===== src/rtl/calc_sequencer.sv =====
// RPN keypad calculator: digits build an entry, D pushes it, A/B/C combine the top two
// operands in a one-cycle EXEC state, E latches the answer, F clears everything.
module calc_sequencer #(
    parameter int unsigned DEPTH = 8,
    parameter int unsigned WIDTH = 32
) (
    input  logic             clk,
    input  logic             reset,
    input  logic             tok_valid,
    input  logic [3:0]       tok_data,
    output logic             tok_ready,
    output logic [WIDTH-1:0] result,
    output logic             result_valid,
    output logic             error,
    output logic [1:0]       error_code,
    output logic [3:0]       depth,
    output logic [WIDTH-1:0] entry
);

    localparam int unsigned IdxW     = (DEPTH > 1) ? $clog2(DEPTH) : 1;
    localparam logic [3:0]  DepthMax = 4'(DEPTH);

    localparam logic [3:0] TokAdd   = 4'hA;
    localparam logic [3:0] TokSub   = 4'hB;
    localparam logic [3:0] TokMul   = 4'hC;
    localparam logic [3:0] TokEnter = 4'hD;
    localparam logic [3:0] TokEqual = 4'hE;
    localparam logic [3:0] TokClear = 4'hF;

    localparam logic [1:0] ErrNone      = 2'b00;
    localparam logic [1:0] ErrUnderflow = 2'b01;
    localparam logic [1:0] ErrOverflow  = 2'b10;

    typedef enum logic [1:0] {StIdle, StExec, StDone, StErr} state_e;
    typedef enum logic [1:0] {OpAdd, OpSub, OpMul} op_e;

    state_e           state_q, state_d;
    op_e              op_q, op_d;
    logic             use_entry_q, use_entry_d;
    logic             active_q, active_d;
    logic [3:0]       depth_q, depth_d;
    logic [WIDTH-1:0] entry_q, entry_d;
    logic [WIDTH-1:0] result_q, result_d;
    logic             result_valid_q, result_valid_d;
    logic [1:0]       error_code_q, error_code_d;
    logic [WIDTH-1:0] stack_q [DEPTH];
    logic [WIDTH-1:0] stack_d [DEPTH];

    logic [IdxW-1:0]  push_idx, top_idx, below_idx, a_idx;
    logic [WIDTH-1:0] a_val, b_val, alu;
    logic             accept;

    assign push_idx  = IdxW'(depth_q);
    assign top_idx   = IdxW'(depth_q - 4'd1);
    assign below_idx = IdxW'(depth_q - 4'd2);

    always_comb begin
        state_d        = state_q;
        op_d           = op_q;
        use_entry_d    = use_entry_q;
        active_d       = active_q;
        depth_d        = depth_q;
        entry_d        = entry_q;
        result_d       = result_q;
        result_valid_d = result_valid_q;
        error_code_d   = error_code_q;
        stack_d        = stack_q;

        // Operand b is either the live entry or the top of stack; a sits just below b.
        a_idx = use_entry_q ? top_idx : below_idx;
        b_val = use_entry_q ? entry_q : stack_q[top_idx];
        a_val = stack_q[a_idx];
        case (op_q)
            OpAdd:   alu = a_val + b_val;
            OpSub:   alu = a_val - b_val;
            default: alu = a_val * b_val;
        endcase

        tok_ready = (state_q != StExec);
        accept    = tok_valid && tok_ready;

        if (accept && tok_data == TokClear) begin
            state_d        = StIdle;
            active_d       = 1'b0;
            depth_d        = '0;
            entry_d        = '0;
            result_d       = '0;
            result_valid_d = 1'b0;
            error_code_d   = ErrNone;
            stack_d        = '{default: '0};
        end else begin
            unique case (state_q)
                StIdle: begin
                    if (accept) begin
                        case (tok_data)
                            TokAdd, TokSub, TokMul: begin
                                if (active_q ? (depth_q >= 4'd1) : (depth_q >= 4'd2)) begin
                                    op_d = (tok_data == TokAdd) ? OpAdd :
                                           (tok_data == TokSub) ? OpSub : OpMul;
                                    use_entry_d = active_q;
                                    state_d     = StExec;
                                end else begin
                                    error_code_d = ErrUnderflow;
                                    state_d      = StErr;
                                end
                            end
                            TokEnter: begin
                                if (active_q) begin
                                    if (depth_q == DepthMax) begin
                                        error_code_d = ErrOverflow;
                                        state_d      = StErr;
                                    end else begin
                                        stack_d[push_idx] = entry_q;
                                        depth_d           = depth_q + 4'd1;
                                        entry_d           = '0;
                                        active_d          = 1'b0;
                                    end
                                end
                            end
                            TokEqual: begin
                                if (active_q) begin
                                    result_d       = entry_q;
                                    result_valid_d = 1'b1;
                                    state_d        = StDone;
                                end else if (depth_q == 4'd0) begin
                                    error_code_d = ErrUnderflow;
                                    state_d      = StErr;
                                end else begin
                                    result_d       = stack_q[top_idx];
                                    result_valid_d = 1'b1;
                                    state_d        = StDone;
                                end
                            end
                            default: begin
                                entry_d  = entry_q * WIDTH'(10) + WIDTH'(tok_data);
                                active_d = 1'b1;
                            end
                        endcase
                    end
                end
                StExec: begin
                    stack_d[a_idx] = alu;
                    if (!use_entry_q) depth_d = depth_q - 4'd1;
                    entry_d  = '0;
                    active_d = 1'b0;
                    state_d  = StIdle;
                end
                default: ;
            endcase
        end
    end

    always_ff @(posedge clk or posedge reset) begin
        if (reset) begin
            state_q        <= StIdle;
            op_q           <= OpAdd;
            use_entry_q    <= 1'b0;
            active_q       <= 1'b0;
            depth_q        <= '0;
            entry_q        <= '0;
            result_q       <= '0;
            result_valid_q <= 1'b0;
            error_code_q   <= ErrNone;
            stack_q        <= '{default: '0};
        end else begin
            state_q        <= state_d;
            op_q           <= op_d;
            use_entry_q    <= use_entry_d;
            active_q       <= active_d;
            depth_q        <= depth_d;
            entry_q        <= entry_d;
            result_q       <= result_d;
            result_valid_q <= result_valid_d;
            error_code_q   <= error_code_d;
            stack_q        <= stack_d;
        end
    end

    assign result       = result_q;
    assign result_valid = result_valid_q;
    assign error        = (state_q == StErr);
    assign error_code   = error_code_q;
    assign depth        = depth_q;
    assign entry        = entry_q;

endmodule


===== config.mk =====
export PLATFORM = sky130hd
export DESIGN_NAME = calc_sequencer
export DESIGN_NICKNAME = d
export VERILOG_FILES = /design/src/rtl/calc_sequencer.sv
export SDC_FILE = /design/constraint.sdc
export NUM_CORES = 2
export LEC_CHECK = 0
export CORE_MARGIN = 2
export CORE_UTILIZATION = 39
export CTS_BUF_LIST = sky130_fd_sc_hd__clkbuf_4
export DETAILED_ROUTE_END_ITERATION = 6
export DONT_BUFFER_PORTS = 1
export PLACE_DENSITY_LB_ADDON = 0.3
export SYNTH_ARGS = -nofsm -noshare
export SYNTH_HDL_FRONTEND = slang
export SYNTH_SLANG_ARGS = --single-unit

===== constraint.sdc =====
create_clock -name clk -period 29.6 [get_ports clk]
set_input_delay 5.92 -clock clk [delete_from_list [all_inputs] [get_ports clk]]
set_output_delay 5.92 -clock clk [all_outputs]
set_load 0.03 [all_outputs]

==> flow_summary.yaml <==
synth:
  synthesis.area_um2: 41300
  synth_area_leaders: "dfrtp_1, fa_1, ha_1, nor2_1, nand2_1"
  async_flop_share_pct: 100
  synth_fa_ha_area_share_pct: 26.6
  yosys.area_share.xor_xnor_pct: 4.10
  synthSimpleGateAreaFrac_pct: 17.0
  ys_seq_elements: 333
  ys_types: 109
  yosysWarnings: 0
  synth_nets: 5350
  synth-edff-count: 0
  synth_top_family_by_area: "adder cells"
  ys_seq_area_share_pct: 20.2
  yosys.area.top_type: "dfrtp_1"
  avgSynthCellArea_um2: 8.77
  syn_inst: 4713
  synth_mux_area_share_pct: 7.01
  synth_compound_area_share_pct: 17.7
  synth_ff_type: "dfrtp_1"
  synth.top_cell.area_share_pct: 20.2
sta:
  finalCritPeriodShare_pct: 42.8
  fin_setup_tns_ns: 0
  drv_slew: 0
  max_freq_mhz: 79.0
  rsz0062_at_grt: "false"
  post-route-min-period_ns: 12.66
  final.setup_skew_ns: 0.0797
  setup_viol: 0
  slew_headroom_pct: 10.4
  hold_viol_final: 0
  max_slew.worst_pin.slew_ns: 1.34
hold_path:
  worst_hold_path_type: "reg -> reg"
layout:
  stdcell_count: 6103
  drive_gt1_share_pct: 10.7
  final_cell_mix: "nor2_1, nand2_1, inv_1"
  final_common_cell: "nor2_1"
  area_growth_pct: 7.09
  final_nets: 5280
outcome:
  status: "completed"
clock_tree:
  worstSkewPairLatency_ns: 0.94
  numCtsBuffers: 89
  clk_pin_slew_ns: 0.08
  clockBufferDepth: 3
  ctsHoldBuffers: 0
  cts-root-buf: "clkbuf_4"
  ctsResizeCount: 0
  htreeDepth: 3
  cts_setup_buffers: 0
  cts_sinks: 333
  cts_tree: "yes"
floorplanning:
  initial_core_util_pct: 39.3
  die_y_um: 330
  rows: 119
  dieArea_um2: 109000
  core_area_um2: 105000
  die_width_um: 330
  io_pins: 80
route:
  drc_errors: 0
  firstDrtPassIters: 7
  viasPerCell: 6.37
  ant_nets: 0
  dr_total_vias: 38900
  wl_um: 184000
  wl_per_cell_um: 30.1
  drt-initial-drc-count: 5348
place:
  hpwlAfterDp_um: 130000
  dp.cells: 5943
  io_buffers: 0
  routabilityCongestion: 1.05
global_route:
  grt_pass1_vias: 37800
  grt_use_total_pct: 33.7
  grt_first_pass_wirelength_um: 267000
  overflow: 0
  antenna_found_initial: 5
  grt_max_degree: 154
worst_setup_path:
  critPathMostFrequentCell: "fa_1"
  crit_type: "reg -> reg"
  end_kind: "flip-flop"
  crit_arrival_ns: 13.41
  critPathLaunchType: "flip-flop"
  cpPeakStageDelay_ns: 0.90
  required_ns: 30.36
  path_max_fanout: 45
  crit_path_top_delay_cell: "dfrtp_1"
job:
  cap_violations: 0
## kinds of logic (layout without fill, tap and decap cells)
group	count (synthesis)	count (layout)
AO/OA/AOI/OAI	1044	1044
XOR/XNOR	183	183
adder cells (fa/ha/maj)	633	633
buffers and inverters	767	761
flip-flops	333	333
multiplexers	199	199
other	0	5
AND/OR/NAND/NOR	1554	1554
## synth_stat cells (46+ instances only)
cell type  number
buf_2          47
nor2_1        572
o21ai_0       173
a21oi_1       258
nand3_1        80
clkbuf_1      211
a221o_1        61
a21o_1         46
xnor2_1       122
nand2_1       536
xor2_1         54
mux4_2         66
nor3_1         52
fa_1          411
nand2b_1       48
dfrtp_1       333
mux2i_1        94
inv_1         456
a22o_1        122
ha_1          219
## flip-flops by register name, summed over array words and instances, names as in the netlist
signal	flops
stack_q	256
error_code	2
result	32
use_entry_q	1
state_q	2
result_valid	1
op_q	2
depth	4
entry	32
active_q	1
## metrics by stage
step / utilization, % / hold slack, ns / setup slack (ns) / area [um^2]
after CTS: 42.1 / 0.522 / 17.19 / 44300
final: 42.1 / 0.527 / 16.94 / 44300
after global placement: 41.0 / 0.498 / 17.33 / 43100
after floorplan: - / 0.466 / 14.46 / 41300
after global routing: 42.1 / 0.549 / 16.52 / 44300
after detailed placement: 41.0 / 0.502 / 17.28 / 43100
## worst max-delay path, delay by kind of cell, from the launching register on
| kind | cells | cell delay (ns) |
|---|---|---|
| AND/OR/NAND/NOR | 5 | 1.28 |
| XOR/XNOR | 1 | 0.08 |
| adder cells (fa/ha/maj) | 10 | 4.64 |
| AO/OA/AOI/OAI | 13 | 3.74 |
| flip-flops | 1 | 0.90 |
| buffers and inverters | 8 | 1.74 |
## area by class of cell
type	count	area [um^2]
Fill cell	10400	61000
Multi-Input combinational cell	3613	30200
Clock buffer	132	991
Antenna cell	5	12.5
Tap cell	1391	1740
Inverter	469	1770
Sequential cell	333	8340
Timing Repair Buffer	137	1040
Clock inverter	23	144
## per-layer routing
metal  part of all wire [%]  routed length (um)  track usage, %  up-vias
met1                     40               72800            45.3    19500
met5                  0.020                  37               0        -
met4                    6.4               11700            18.4        6
met3                     13               23900            11.6      613
met2                     41               75200            47.4     2629
li1                       -                   -               -    16200
## final timing paths
kind,from,end,slack [ns],cells after the start
worst min-delay path,stack_q[115]$_DFFE_PP0P_,stack_q[115]$_DFFE_PP0P_,0.53,2
worst max-delay path,depth[2]$_DFFE_PP0P_,stack_q[190]$_DFFE_PP0P_,16.94,37
worst max register to register,depth[2]$_DFFE_PP0P_,stack_q[190]$_DFFE_PP0P_,16.94,37
min in group asynchronous,reset,stack_q[217]$_DFFE_PP0P_,5.05,1
worst min register to register,stack_q[115]$_DFFE_PP0P_,stack_q[115]$_DFFE_PP0P_,0.53,2
max in group asynchronous,reset,result[14]$_DFFE_PP0P_,22.99,2
Power is not shown: default switching activity piles up to over one toggle a cycle in this logic, so the estimate is an artifact.
